File: config.mk
export PLATFORM = sky130hd
export DESIGN_NAME = abs_volt_quantizer
export DESIGN_NICKNAME = d
export VERILOG_FILES = /design/src/rtl/abs_volt_quantizer.sv
export SDC_FILE = /design/constraint.sdc
export NUM_CORES = 1
export LEC_CHECK = 0
export ABC_AREA = 0
export CORE_MARGIN = 1
export CORE_UTILIZATION = 25
export CTS_CLUSTER_SIZE = 10
export DETAILED_ROUTE_END_ITERATION = 6
export MAX_ROUTING_LAYER = met4
export RECOVER_POWER = 100
export SYNTH_ARGS = -nofsm -noshare
export SYNTH_HDL_FRONTEND = slang
export SYNTH_SLANG_ARGS = --single-unit
export TNS_END_PERCENT = 50
File: constraint.sdc
create_clock -name clk -period 21 [get_ports clk]
set_input_delay 6.3 -clock clk [delete_from_list [all_inputs] [get_ports clk]]
set_output_delay 6.3 -clock clk [all_outputs]
set_load 0.05 [all_outputs]
File: src/rtl/abs_volt_quantizer.sv
// abs_volt_quantizer: samples an IEEE-754 double voltage and returns a rounded, saturated signed code after a fixed delay.
// LSB must be a power of two, so the scaling is an exponent offset and no multiplier or divider is needed.
module abs_volt_quantizer #(
  parameter int  WIDTH       = 12,
  parameter real LSB         = 0.0009765625,
  parameter int  CONV_CYCLES = 4,
  parameter int  CNT_W       = 8
) (
  input  logic             clk,
  input  logic             rst_n,
  input  logic             start,
  input  logic [63:0]      vin_bits,
  output logic             busy,
  output logic             code_valid,
  input  logic             code_ready,
  output logic [WIDTH-1:0] code,
  output logic [WIDTH-1:0] mag,
  output logic             sign,
  output logic             sat,
  output logic [CNT_W-1:0] sat_count
);
  function automatic int lsb_shift(input real l);
    real x;
    int k;
    x = l;
    k = 0;
    for (int i = 0; i < 64; i++) begin
      if (x < 1.0) begin
        x = x * 2.0;
        k++;
      end else if (x > 1.0) begin
        x = x / 2.0;
        k--;
      end
    end
    return k;
  endfunction
  localparam int CW = CONV_CYCLES > 1 ? $clog2(CONV_CYCLES) : 1;
  localparam logic signed [12:0] SW = 13'(WIDTH);
  localparam logic [WIDTH:0] HALF = (WIDTH+1)'(1) << (WIDTH-1);
  localparam logic [WIDTH-1:0] MAXC = {1'b0, {(WIDTH-1){1'b1}}};
  localparam logic [WIDTH-1:0] MINC = {1'b1, {(WIDTH-1){1'b0}}};
  typedef enum logic [1:0] {IDLE, CONV, DONE} state_t;
  state_t state;
  logic [CW-1:0] cnt;
  logic [63:0] vq;
  logic neg, is_sp, nan, big, tiny, ovf, clamp, c_sat;
  logic signed [12:0] sh;
  logic [12:0] sa;
  logic [52:0] sig;
  logic [WIDTH:0] x2, mag_r;
  logic [WIDTH-1:0] c_code, c_mag;
  // sh is the binary weight of the hidden bit in code units; x2 keeps one fraction bit for rounding
  assign neg   = vq[63];
  assign is_sp = &vq[62:52];
  assign nan   = is_sp & |vq[51:0];
  assign sig   = {|vq[62:52], vq[51:0]};
  assign sh    = $signed({2'b0, vq[62:52]}) - 13'sd1023 + 13'(lsb_shift(LSB));
  assign sa    = 13'd51 - sh;
  assign x2    = (WIDTH+1)'(sig >> sa);
  assign mag_r = (WIDTH+1)'(({1'b0, x2} + (WIDTH+2)'(1)) >> 1);
  assign big   = sh >= SW;
  assign tiny  = sh < -13'sd1;
  assign ovf   = neg ? mag_r > HALF : mag_r >= HALF;
  assign clamp = (is_sp & ~nan) | (~is_sp & (big | (~tiny & ovf)));
  assign c_sat = is_sp | clamp;
  assign c_code = nan ? '0 : clamp ? (neg ? MINC : MAXC) : tiny ? '0 :
                  neg ? WIDTH'(-mag_r[WIDTH-1:0]) : mag_r[WIDTH-1:0];
  assign c_mag = c_code[WIDTH-1] ? WIDTH'(-c_code) : c_code;
  always_ff @(posedge clk or negedge rst_n) begin
    if (!rst_n) begin
      state      <= IDLE;
      cnt        <= '0;
      vq         <= '0;
      busy       <= 1'b0;
      code_valid <= 1'b0;
      code       <= '0;
      mag        <= '0;
      sign       <= 1'b0;
      sat        <= 1'b0;
      sat_count  <= '0;
    end else begin
      case (state)
        IDLE: if (start) begin
          vq    <= vin_bits;
          cnt   <= CW'(CONV_CYCLES - 1);
          busy  <= 1'b1;
          state <= CONV;
        end
        CONV: if (cnt == '0) begin
          code       <= c_code;
          mag        <= c_mag;
          sign       <= c_code[WIDTH-1];
          sat        <= c_sat;
          sat_count  <= sat_count + CNT_W'(c_sat & ~&sat_count);
          code_valid <= 1'b1;
          state      <= DONE;
        end else cnt <= cnt - CW'(1);
        DONE: if (code_ready) begin
          code_valid <= 1'b0;
          if (start) begin
            vq    <= vin_bits;
            cnt   <= CW'(CONV_CYCLES - 1);
            state <= CONV;
          end else begin
            busy  <= 1'b0;
            state <= IDLE;
          end
        end
        default: state <= IDLE;
      endcase
    end
  end
endmodule

==> impl_metrics.prom, run 1 <==
# TYPE chip_impl_metric gauge
chip_impl_metric{name="viasPerCell",unit=""} 5.18
chip_impl_metric{name="report.final.slew_viol_count",unit=""} 332
chip_impl_metric{name="clock_edge_transition_at_the_registers_on_the_reported_setup_and_hold_paths",unit="ns"} 0.09
chip_impl_info{name="setup_crit_end",value="mag[4]$_DFFE_PN0P_"} 1
chip_impl_info{name="outcome",value="complete, but fails checks"} 1
chip_impl_metric{name="drv.max_cap_violation_count",unit=""} 6
chip_impl_metric{name="post_synth_instance_area",unit="sq um"} 9090
chip_impl_info{name="cp-end-kind",value="flop"} 1
chip_impl_metric{name="timing.final.crit_share",unit=""} 0.640
chip_impl_metric{name="reg2reg_setup_slack",unit="ns"} 7.55
chip_impl_metric{name="post_synth_arst_share",unit=""} 1.00
chip_impl_metric{name="yosysWarningCount",unit=""} 0
chip_impl_metric{name="clock.fmax",unit="MHz"} 74.4
chip_impl_metric{name="wl",unit="mm"} 25.2
chip_impl_info{name="hold_path_startpoint",value="code[2]$_DFFE_PN0P_"} 1
chip_impl_metric{name="floorplan.die.width",unit="microns"} 193
chip_impl_metric{name="placement_rows",unit=""} 69
chip_impl_metric{name="antenna_cells",unit=""} 0
chip_impl_metric{name="synth_cell_types",unit=""} 98
chip_impl_metric{name="design.final.nets",unit=""} 1113
chip_impl_metric{name="place.gp.congestion",unit=""} 0.898
chip_impl_info{name="slowest_stage",value="sky130_fd_sc_hd__ha_1"} 1
chip_impl_metric{name="overall_track_demand_over_capacity_in_global_routing",unit=""} 0.142
chip_impl_metric{name="avgSynthCellArea",unit="sq um"} 9.29
chip_impl_metric{name="grt_pass1_vias",unit=""} 7479
chip_impl_metric{name="final_setup_violations",unit=""} 0
chip_impl_info{name="regToRegStartpoint",value="vq[52]$_DFFE_PN0P_"} 1
chip_impl_metric{name="first_pass_grt_wire_length",unit="mm"} 40.6
chip_impl_metric{name="ys_seq_elements",unit=""} 102
chip_impl_metric{name="design.core.area",unit="sq um"} 35700
chip_impl_info{name="path_class",value="flop to flop"} 1
chip_impl_info{name="critPathLaunch",value="vq[52]$_DFFE_PN0P_"} 1
chip_impl_metric{name="cp_data_arrival_time",unit="ns"} 13.75
chip_impl_info{name="start_kind",value="flop"} 1
chip_impl_info{name="hold_path_class",value="flop to flop"} 1
chip_impl_metric{name="worstSkewPairLatency",unit="ns"} 0.37
chip_impl_metric{name="port_buffers",unit=""} 103
chip_impl_info{name="crit_top_cell",value="sky130_fd_sc_hd__ha_1"} 1
chip_impl_metric{name="cts_made_buffers",unit=""} 9
chip_impl_metric{name="postCtsSetupBuffers",unit=""} 0
chip_impl_metric{name="dpl.hpwl",unit="mm"} 19.4
chip_impl_metric{name="timing.clock.skew",unit="ns"} 0.0195
chip_impl_info{name="end_of_the_worst_register_to_register_path",value="mag[4]$_DFFE_PN0P_"} 1
chip_impl_metric{name="area_growth",unit="%"} 17.4
chip_impl_info{name="clock_tree_from_tritoncts",value="yes"} 1
chip_impl_metric{name="vias",unit=""} 7770
chip_impl_metric{name="finalCriticalPeriod",unit="ns"} 13.45
chip_impl_metric{name="io_pins",unit=""} 104
chip_impl_metric{name="critPathMaxStageDelay",unit="ns"} 2.34
chip_impl_metric{name="ys_seq_area_frac",unit=""} 0.281
chip_impl_info{name="failed_checks",value="DRC, capacitance limit, slew limit"} 1
chip_impl_metric{name="drt-initial-drc-count",unit=""} 491
chip_impl_metric{name="initial_utilization",unit=""} 0.255
chip_impl_metric{name="globalRoute.totalOverflow",unit=""} 0
chip_impl_metric{name="mappedNetlistNets",unit=""} 1059
chip_impl_metric{name="post_drt_wl_per_cell",unit="microns"} 16.8
chip_impl_metric{name="grt_start_max_net_pins",unit=""} 68
chip_impl_metric{name="cts_hold_buffers",unit=""} 0
chip_impl_metric{name="tritoncts_num_sinks",unit=""} 102
chip_impl_metric{name="layout-drive-gt1-share",unit=""} 0.165
chip_impl_metric{name="dieHeight",unit="microns"} 193
chip_impl_metric{name="dr.pass1.iters",unit=""} 7
chip_impl_metric{name="setup_total_negative_slack",unit="ns"} 0
chip_impl_metric{name="ant_nets",unit=""} 0
chip_impl_info{name="rsz0062_at_grt",value="no"} 1
chip_impl_metric{name="cts_htree_levels",unit=""} 3
chip_impl_metric{name="cp_data_required_time",unit="ns"} 21.30
chip_impl_metric{name="fin_util",unit=""} 0.299
chip_impl_metric{name="synth-edff-count",unit=""} 0
chip_impl_info{name="root_buffer",value="sky130_fd_sc_hd__clkbuf_16"} 1
chip_impl_metric{name="max-slew-margin-rel",unit=""} -1.30
chip_impl_metric{name="hold_viol",unit=""} 0
chip_impl_metric{name="antenna_found_initial",unit=""} 0
chip_impl_metric{name="worstPathMaxFanout",unit=""} 66
chip_impl_info{name="synth-main-ff-cell",value="sky130_fd_sc_hd__dfrtp_1"} 1
chip_impl_metric{name="cell_count_of_the_worst_reg_to_reg_path",unit=""} 30
chip_impl_metric{name="netlist_instances",unit=""} 979
chip_impl_metric{name="dieArea",unit="sq um"} 37100
chip_impl_metric{name="cts_resized",unit=""} 0
chip_impl_metric{name="tightestPinTransition",unit="ns"} 3.44
chip_impl_metric{name="remaining_drc_errors",unit=""} 8
chip_impl_metric{name="maximum_buffer_depth_of_the_clock_tree",unit=""} 2
cells in the final DEF (no fill, tap or decap), drive strengths merged, types with 9 or more instances in the layout:
cell type | Yosys | layout
mux2 | 87 | 87
mux2i | 66 | 66
a31oi | 11 | 11
mux4 | 26 | 26
o211ai | 9 | 9
or3 | 9 | 9
clkdlybuf4s50 | 0 | 64
ha | 12 | 12
a211oi | 14 | 14
clkbuf | 25 | 14
nor4 | 19 | 19
inv | 25 | 26
a21o | 11 | 11
a21oi | 38 | 38
dlygate4sd3 | 0 | 38
nand4 | 25 | 25
nor2b | 12 | 12
o21ai | 67 | 67
nand3 | 29 | 29
nand2 | 114 | 114
xor2 | 18 | 18
nor2 | 54 | 54
and2 | 13 | 13
xnor2 | 30 | 30
dfrtp | 102 | 102
cell families after synthesis:
| family | Yosys count | share of synthesized area |
|---|---|---|
| XOR/XNOR | 48 | 0.0471 |
| AND/OR/NAND/NOR | 327 | 0.188 |
| flip-flops | 102 | 0.281 |
| AO/OA/AOI/OAI | 219 | 0.171 |
| adder cells (fa/ha/maj) | 12 | 0.0165 |
| buffers and inverters | 92 | 0.0523 |
| multiplexers | 179 | 0.245 |
flip-flops by register name (all words and copies together) (netlist names):
name / cells
cnt: 2
state: 2
mag: 11
sat_count: 8
busy: 1
sat: 1
code: 12
code_valid: 1
vq: 64
through the flow:
stage                     setup slack (ns)  std cells  hold WS [ns]  area, sq um
final                                 7.55       1499         0.478        10700
after global routing                  6.08       1499         0.521        10700
after CTS                            12.05       1499         0.478        10700
after detailed placement             12.04       1483         0.467        10400
after global placement               12.26       1483         0.451        10400
after floorplan                      13.26        979         0.440         9090
how the worst min path moves through the flow:
stage,to,slack (ns),cells after the start
after detailed placement,cnt[0]$_DFFE_PN0P_,0.47,1
after global placement,cnt[0]$_DFFE_PN0P_,0.45,1
after global routing,mag[3]$_DFFE_PN0P_,0.52,2
final,code[2]$_DFFE_PN0P_,0.48,2
after floorplan,cnt[0]$_DFFE_PN0P_,0.44,1
after CTS,cnt[0]$_DFFE_PN0P_,0.48,1
metal layers:
| metal | up-vias | track usage | part of all wire |
|---|---|---|---|
| li1 | 3773 | - | - |
| met1 | 3765 | 0.184 | 0.46 |
| met2 | 207 | 0.230 | 0.48 |
| met3 | 25 | 0.0207 | 0.040 |
| met4 | 0 | 0.0373 | 0.018 |
| met5 | - | - | 0 |
Yosys cell counts (18+ instances only):
library cell,instances,area (sq um)
sky130_fd_sc_hd__inv_1,22,82.6
sky130_fd_sc_hd__xnor2_1,29,254
sky130_fd_sc_hd__xor2_1,18,158
sky130_fd_sc_hd__o21ai_0,54,270
sky130_fd_sc_hd__nor2_1,53,199
sky130_fd_sc_hd__nand4_1,24,150
sky130_fd_sc_hd__clkbuf_1,25,93.8
sky130_fd_sc_hd__mux2_2,86,968
sky130_fd_sc_hd__mux2i_1,66,661
sky130_fd_sc_hd__a21oi_1,35,175
sky130_fd_sc_hd__nand3_1,26,130
sky130_fd_sc_hd__mux4_2,26,586
sky130_fd_sc_hd__nor4_1,18,113
sky130_fd_sc_hd__nand2_1,114,428
sky130_fd_sc_hd__dfrtp_1,102,2550
layout make-up:
class | instances | area (sq um)
fillers | 3721 | 25000
multi-input cells | 785 | 6080
flip-flops and latches | 102 | 2550
repair buffers | 110 | 1060
well taps | 461 | 577
clock buffers | 9 | 225
inverters | 25 | 93.8
clock inverters | 7 | 91.3
critical path: cells and delay by family, from the launching register on:
| family | cells | cell delay (ns) |
|---|---|---|
| compound gates | 9 | 1.65 |
| xor+xnor | 3 | 0.47 |
| fa+ha+maj | 5 | 3.69 |
| buf+inv | 5 | 4.30 |
| flops | 1 | 0.56 |
| mux | 2 | 0.75 |
| simple gates | 6 | 1.95 |
Power of run 1 is not shown: default switching activity piles up to over one toggle a cycle in this logic, so the estimate is an artifact.
==> run 2: changes to the inputs <==
Clock period 21 ns to 11.49 ns, I/O delays scaled along.
==> run 2 against run 1 <==
  * The run still ends with DRC, capacitance limit, slew limit left
  * Setup slack worse by 4.4 ns
  * Hold slack better by 0.0032 ns
  * Die area unchanged
  * Utilization up 0.063 points
  * Largest cell class unchanged
  * Via count down 0.93%
  * Register-to-register slack worse by 4.4 ns
  * Global-route usage down 0.15 points
  * Non-clock buffer count up 1
==> impl_metrics.prom, run 2 (synthesized netlist as in run 1, its figures left out) <==
# TYPE chip_impl_metric gauge
chip_impl_info{name="outcome",value="complete, but fails checks"} 1
chip_impl_info{name="failed_checks",value="DRC, capacitance limit, slew limit"} 1
chip_impl_metric{name="dpl.hpwl",unit="mm"} 19.5
chip_impl_metric{name="worstPathBufferInverterCount",unit=""} 3
chip_impl_metric{name="clock.fmax",unit="MHz"} 120
chip_impl_metric{name="maximum_buffer_depth_of_the_clock_tree",unit=""} 2
chip_impl_metric{name="timing.clock.skew",unit="ns"} 0.0216
chip_impl_metric{name="timing.final.crit_share",unit=""} 0.727
chip_impl_metric{name="grt_pass1_vias",unit=""} 7427
chip_impl_info{name="crit_top_cell",value="sky130_fd_sc_hd__ha_1"} 1
chip_impl_metric{name="design.core.area",unit="sq um"} 35700
chip_impl_metric{name="overall_track_demand_over_capacity_in_global_routing",unit=""} 0.140
chip_impl_metric{name="hold_viol",unit=""} 0
chip_impl_metric{name="report.final.slew_viol_count",unit=""} 173
chip_impl_metric{name="placement_rows",unit=""} 69
chip_impl_metric{name="layout-drive-gt1-share",unit=""} 0.169
chip_impl_metric{name="drv.max_cap_violation_count",unit=""} 3
chip_impl_metric{name="worstSkewPairLatency",unit="ns"} 0.37
chip_impl_info{name="critPathTopFamily",value="simple AND/OR/NAND/NOR gates"} 1
chip_impl_metric{name="max-slew-margin-rel",unit=""} -1.32
chip_impl_metric{name="final.fill_count",unit=""} 3737
chip_impl_metric{name="finalCriticalPeriod",unit="ns"} 8.35
chip_impl_metric{name="area_growth",unit="%"} 17.7
chip_impl_metric{name="cts_resized",unit=""} 0
chip_impl_metric{name="dr.pass1.iters",unit=""} 7
chip_impl_metric{name="cp_data_required_time",unit="ns"} 11.78
chip_impl_metric{name="globalRoute.totalOverflow",unit=""} 0
chip_impl_metric{name="initial_utilization",unit=""} 0.255
chip_impl_metric{name="dieArea",unit="sq um"} 37100
chip_impl_metric{name="viasPerCell",unit=""} 5.13
chip_impl_metric{name="dieHeight",unit="microns"} 193
chip_impl_metric{name="setup_total_negative_slack",unit="ns"} 0
chip_impl_metric{name="cts_hold_buffers",unit=""} 0
chip_impl_metric{name="critPathMaxStageDelay",unit="ns"} 0.56
chip_impl_metric{name="drt-initial-drc-count",unit=""} 524
chip_impl_metric{name="place.gp.congestion",unit=""} 0.879
chip_impl_metric{name="design.final.nets",unit=""} 1114
chip_impl_metric{name="tritoncts_num_sinks",unit=""} 102
chip_impl_metric{name="cp_data_arrival_time",unit="ns"} 8.65
chip_impl_metric{name="cts_made_buffers",unit=""} 9
chip_impl_metric{name="cts_htree_levels",unit=""} 3
chip_impl_metric{name="grt_start_max_net_pins",unit=""} 68
chip_impl_info{name="hold_path_class",value="flop to flop"} 1
chip_impl_metric{name="worstPathMaxFanout",unit=""} 18
chip_impl_metric{name="postLayoutSetupSlackWorst",unit="ns"} 3.14
chip_impl_info{name="top_regs",value="vq: 64 flops, code: 12 flops, mag: 11 flops"} 1
chip_impl_info{name="rsz0062_at_grt",value="no"} 1
chip_impl_metric{name="clock_edge_transition_at_the_registers_on_the_reported_setup_and_hold_paths",unit="ns"} 0.08
chip_impl_info{name="mostFrequentLayoutCell",value="sky130_fd_sc_hd__nand2_1"} 1
chip_impl_metric{name="antenna_found_initial",unit=""} 0
chip_impl_metric{name="tightestPinTransition",unit="ns"} 3.47
chip_impl_metric{name="hold_ws",unit="ns"} 0.481
chip_impl_metric{name="post_drt_wl_per_cell",unit="microns"} 16.6
chip_impl_info{name="clock_tree_from_tritoncts",value="yes"} 1
chip_impl_metric{name="final_setup_violations",unit=""} 0
chip_impl_info{name="path_class",value="flop to flop"} 1
chip_impl_info{name="root_buffer",value="sky130_fd_sc_hd__clkbuf_16"} 1
chip_impl_info{name="slowest_stage",value="sky130_fd_sc_hd__nand2_1"} 1
chip_impl_metric{name="wl",unit="mm"} 25.0
chip_impl_metric{name="remaining_drc_errors",unit=""} 8
chip_impl_metric{name="worst_slack_at_placement",unit="ns"} 3.32
chip_impl_info{name="most_frequent_cells_in_the_layout",value="sky130_fd_sc_hd__nand2_1, sky130_fd_sc_hd__dfrtp_1, sky130_fd_sc_hd__mux2_2, sky130_fd_sc_hd__mux2i_1, sky130_fd_sc_hd__clkdlybuf4s50_1"} 1
chip_impl_metric{name="first_pass_grt_wire_length",unit="mm"} 40.2
chip_impl_info{name="start_kind",value="flop"} 1
chip_impl_metric{name="largest_register_ffs",unit=""} 64
chip_impl_metric{name="vias",unit=""} 7698
chip_impl_metric{name="antenna_cells",unit=""} 0
chip_impl_info{name="largest_reg_by_ff_count",value="vq"} 1
chip_impl_metric{name="io_pins",unit=""} 104
chip_impl_metric{name="postCtsSetupBuffers",unit=""} 0
chip_impl_metric{name="floorplan.die.width",unit="microns"} 193
chip_impl_metric{name="port_buffers",unit=""} 103
chip_impl_info{name="cp-end-kind",value="flop"} 1
chip_impl_metric{name="ant_nets",unit=""} 0
[run 2: changes by cell type in the layout (fill, tap and decap cells not counted)]
cell / delta
sky130_fd_sc_hd__buf_4: +3
sky130_fd_sc_hd__inv_6: +1
sky130_fd_sc_hd__ha_1: -1
sky130_fd_sc_hd__clkinv_8: -1
sky130_fd_sc_hd__inv_1: -1
sky130_fd_sc_hd__ha_4: +1
sky130_fd_sc_hd__clkbuf_1: -2
sky130_fd_sc_hd__inv_2: +1
sky130_fd_sc_hd__inv_8: +1
sky130_fd_sc_hd__clkinv_4: -1
[run 2: final cells by class]
cell class,instances,area [sq um],share of cell area
Multi-Input combinational cell,785,6090,0.569
Clock buffer,9,225,0.0210
Inverter,25,93.8,0.00877
Clock inverter,7,86.3,0.00807
Sequential cell,102,2550,0.239
Timing Repair Buffer,111,1080,0.101
Tap cell,461,577,0.0539
[run 2: routing by layer]
metal | up-vias | track usage | wire length, microns
met4 | 0 | 0.0342 | 371
met3 | 19 | 0.0211 | 1220
met2 | 200 | 0.230 | 12100
met1 | 3731 | 0.181 | 11300
met5 | - | - | 0
li1 | 3748 | - | -
[run 2: worst paths after layout]
| kind | start | to | slack (ns) | cells after the start |
|---|---|---|---|---|
| worst max-delay path | vq[53]$_DFFE_PN0P_ | mag[4]$_DFFE_PN0P_ | 3.14 | 30 |
| worst min-delay path | cnt[0]$_DFFE_PN0P_ | cnt[0]$_DFFE_PN0P_ | 0.48 | 1 |
| worst max register to register | vq[53]$_DFFE_PN0P_ | mag[4]$_DFFE_PN0P_ | 3.14 | 30 |
| worst min register to register | cnt[0]$_DFFE_PN0P_ | cnt[0]$_DFFE_PN0P_ | 0.48 | 1 |
| max in group asynchronous | rst_n | mag[10]$_DFFE_PN0P_ | 3.86 | 2 |
| min in group asynchronous | rst_n | vq[10]$_DFFE_PN0P_ | 3.83 | 1 |
[run 2: metrics by stage]
stage               instance area, sq um   util  cells
finish                             10700  0.300   1500
global route                       10700  0.300   1500
CTS                                10700  0.300   1500
detailed placement                 10400  0.292   1484
global placement                   10400  0.292   1484
floorplan                           9090      -    979
Power of run 2 is left out for the same reason.
==> run 3: changes to the inputs <==
Clock period 11.49 ns to 8.3 ns, I/O delays scaled along.
==> run 3 against run 2 <==
  * The flow still finishes with violations (DRC, capacitance limit, slew limit)
  * Setup slack worse by 2.5 ns
  * Global-route usage up 0.71 points
  * Sequential share of layout area decreased by 0.086 points
  * Highest routed layer unchanged
==> impl_metrics.prom, run 3 (synthesized netlist as in run 1, its figures left out) <==
# TYPE chip_impl_metric gauge
chip_impl_metric{name="cell_count_of_the_worst_reg_to_reg_path",unit=""} 28
chip_impl_metric{name="report.final.slew_viol_count",unit=""} 173
chip_impl_info{name="mostFrequentLayoutCell",value="sky130_fd_sc_hd__nand2_1"} 1
chip_impl_info{name="rsz0062_at_grt",value="no"} 1
chip_impl_info{name="hold_path_class",value="flop to flop"} 1
chip_impl_info{name="end_of_the_worst_register_to_register_path",value="mag[4]$_DFFE_PN0P_"} 1
chip_impl_info{name="cp-end-kind",value="flop"} 1
chip_impl_metric{name="dieArea",unit="sq um"} 37100
chip_impl_metric{name="post_drt_wl_per_cell",unit="microns"} 17.3
chip_impl_info{name="most_frequent_cells_in_the_layout",value="sky130_fd_sc_hd__nand2_1, sky130_fd_sc_hd__dfrtp_1, sky130_fd_sc_hd__mux2_2, sky130_fd_sc_hd__mux2i_1, sky130_fd_sc_hd__clkdlybuf4s50_1"} 1
chip_impl_metric{name="finish.instance_area",unit="sq um"} 10700
chip_impl_metric{name="final_setup_violations",unit=""} 0
chip_impl_metric{name="layout.area.seq",unit="sq um"} 2550
chip_impl_metric{name="ant_nets",unit=""} 0
chip_impl_metric{name="clock.fmax",unit="MHz"} 130
chip_impl_metric{name="dr.pass1.iters",unit=""} 7
chip_impl_metric{name="placement.cell_area",unit="sq um"} 10400
chip_impl_metric{name="overall_track_demand_over_capacity_in_global_routing",unit=""} 0.148
chip_impl_metric{name="worst_slack_at_placement",unit="ns"} 0.582
chip_impl_metric{name="final.fill_count",unit=""} 3727
chip_impl_metric{name="tritoncts_num_sinks",unit=""} 102
chip_impl_info{name="top_regs",value="vq: 64 flops, code: 12 flops, mag: 11 flops"} 1
chip_impl_metric{name="first_pass_grt_wire_length",unit="mm"} 42.1
chip_impl_metric{name="worstPathMaxFanout",unit=""} 18
chip_impl_metric{name="antenna_cells",unit=""} 0
chip_impl_metric{name="drt-initial-drc-count",unit=""} 443
chip_impl_metric{name="dpl.hpwl",unit="mm"} 20.0
chip_impl_metric{name="reg2reg_setup_slack",unit="ns"} 0.63
chip_impl_metric{name="clock_edge_transition_at_the_registers_on_the_reported_setup_and_hold_paths",unit="ns"} 0.08
chip_impl_metric{name="maximum_buffer_depth_of_the_clock_tree",unit=""} 2
chip_impl_info{name="regToRegStartpoint",value="vq[53]$_DFFE_PN0P_"} 1
chip_impl_metric{name="worstSkewPairLatency",unit="ns"} 0.38
chip_impl_metric{name="vias",unit=""} 7803
chip_impl_metric{name="hold_ws",unit="ns"} 0.476
chip_impl_metric{name="cp_data_arrival_time",unit="ns"} 7.97
chip_impl_metric{name="io_pins",unit=""} 104
chip_impl_info{name="clock_tree_from_tritoncts",value="yes"} 1
chip_impl_metric{name="drv.max_cap_violation_count",unit=""} 3
chip_impl_info{name="failed_checks",value="DRC, capacitance limit, slew limit"} 1
chip_impl_metric{name="max-slew-margin-rel",unit=""} -1.33
chip_impl_metric{name="tightestPinTransition",unit="ns"} 3.50
chip_impl_info{name="largest_reg_by_ff_count",value="vq"} 1
chip_impl_metric{name="port_buffers",unit=""} 103
chip_impl_metric{name="critical_path_depth",unit=""} 28
chip_impl_metric{name="setup_total_negative_slack",unit="ns"} 0
chip_impl_metric{name="hold_viol",unit=""} 0
chip_impl_metric{name="timing.clock.skew",unit="ns"} 0.0127
chip_impl_metric{name="floorplan.die.width",unit="microns"} 193
chip_impl_metric{name="initial_utilization",unit=""} 0.255
chip_impl_metric{name="cts_resized",unit=""} 0
chip_impl_metric{name="globalRoute.totalOverflow",unit=""} 0
chip_impl_info{name="outcome",value="complete, but fails checks"} 1
chip_impl_info{name="path_class",value="flop to flop"} 1
chip_impl_metric{name="postLayoutSetupSlackWorst",unit="ns"} 0.631
chip_impl_metric{name="cp_data_required_time",unit="ns"} 8.60
chip_impl_metric{name="worstPathBufferInverterCount",unit=""} 3
chip_impl_metric{name="design.final.nets",unit=""} 1120
chip_impl_metric{name="antenna_found_initial",unit=""} 0
chip_impl_metric{name="grt_pass1_vias",unit=""} 7606
chip_impl_metric{name="place.gp.congestion",unit=""} 0.916
chip_impl_metric{name="grt_start_max_net_pins",unit=""} 68
chip_impl_info{name="critPathTopFamily",value="simple AND/OR/NAND/NOR gates"} 1
chip_impl_metric{name="timing.final.crit_share",unit=""} 0.924
chip_impl_metric{name="dieHeight",unit="microns"} 193
chip_impl_metric{name="cts_hold_buffers",unit=""} 0
chip_impl_info{name="critPathLaunch",value="vq[53]$_DFFE_PN0P_"} 1
chip_impl_metric{name="area_growth",unit="%"} 18.1
chip_impl_metric{name="cts_htree_levels",unit=""} 3
chip_impl_info{name="root_buffer",value="sky130_fd_sc_hd__clkbuf_16"} 1
chip_impl_metric{name="postCtsSetupBuffers",unit=""} 0
chip_impl_info{name="setup_crit_end",value="mag[4]$_DFFE_PN0P_"} 1
chip_impl_metric{name="cts_made_buffers",unit=""} 9
chip_impl_metric{name="design.core.area",unit="sq um"} 35700
chip_impl_metric{name="layout-drive-gt1-share",unit=""} 0.175
chip_impl_metric{name="viasPerCell",unit=""} 5.18
chip_impl_metric{name="wl",unit="mm"} 26.1
chip_impl_info{name="slowest_stage",value="sky130_fd_sc_hd__dfrtp_1"} 1
chip_impl_info{name="start_kind",value="flop"} 1
chip_impl_metric{name="remaining_drc_errors",unit=""} 8
chip_impl_metric{name="critPathMaxStageDelay",unit="ns"} 0.52
chip_impl_metric{name="multiInputGateArea",unit="sq um"} 6100
chip_impl_metric{name="finalCriticalPeriod",unit="ns"} 7.67
chip_impl_metric{name="placement_rows",unit=""} 69
chip_impl_metric{name="largest_register_ffs",unit=""} 64
[run 3: changes by cell type in the layout (fill, tap and decap cells not counted), sizes merged]
cell / previous run / this run
buf: 6 / 12
clkinv: 4 / 2
clkinvlp: 0 / 2
[run 3: cell type report]
class / count / share of cell area
clock inverter: 7 / 0.00641
clock buffer: 9 / 0.0210
inverter: 25 / 0.00874
multi-input combinational: 785 / 0.568
tap: 461 / 0.0537
timing repair buffer: 117 / 0.105
sequential: 102 / 0.238
[run 3: through the flow]
step	utilization	cells
6_report	0.301	1506
5_1_grt	0.301	1506
4_1_cts	0.301	1506
3_5_place_dp	0.293	1490
3_3_place_gp	0.293	1490
2_1_floorplan	-	979
[run 3: worst min-delay path by stage]
stage,from,to,slack (ns),cells after the start
final,code[7]$_DFFE_PN0P_,code[7]$_DFFE_PN0P_,0.48,2
after global routing,cnt[0]$_DFFE_PN0P_,cnt[0]$_DFFE_PN0P_,0.50,1
after CTS,cnt[0]$_DFFE_PN0P_,cnt[0]$_DFFE_PN0P_,0.49,1
after detailed placement,code[1]$_DFFE_PN0P_,code[1]$_DFFE_PN0P_,0.47,2
after global placement,cnt[0]$_DFFE_PN0P_,cnt[0]$_DFFE_PN0P_,0.45,1
after floorplan,cnt[0]$_DFFE_PN0P_,cnt[0]$_DFFE_PN0P_,0.44,1
[run 3: layer usage]
metal | GRT usage | up-vias | part of all wire
met4 | 0.0506 | 0 | 0.024
met1 | 0.191 | 3789 | 0.46
met5 | - | - | 0
met2 | 0.232 | 206 | 0.48
met3 | 0.0233 | 34 | 0.037
li1 | - | 3774 | -
[run 3: worst reg2reg max path: cells and delay by family, from the launching register on]
kind                       cells  cell delay, ns
adders and majority gates      4            1.31
xor gates and xnor gates       5            1.27
muxes                          2            0.81
buffers and inverters          3            0.53
AOI/OAI and AO/OA              7            1.45
and+or+nand+nor                7            1.70
DFF                            1            0.52
Power of run 3 is left out for the same reason.
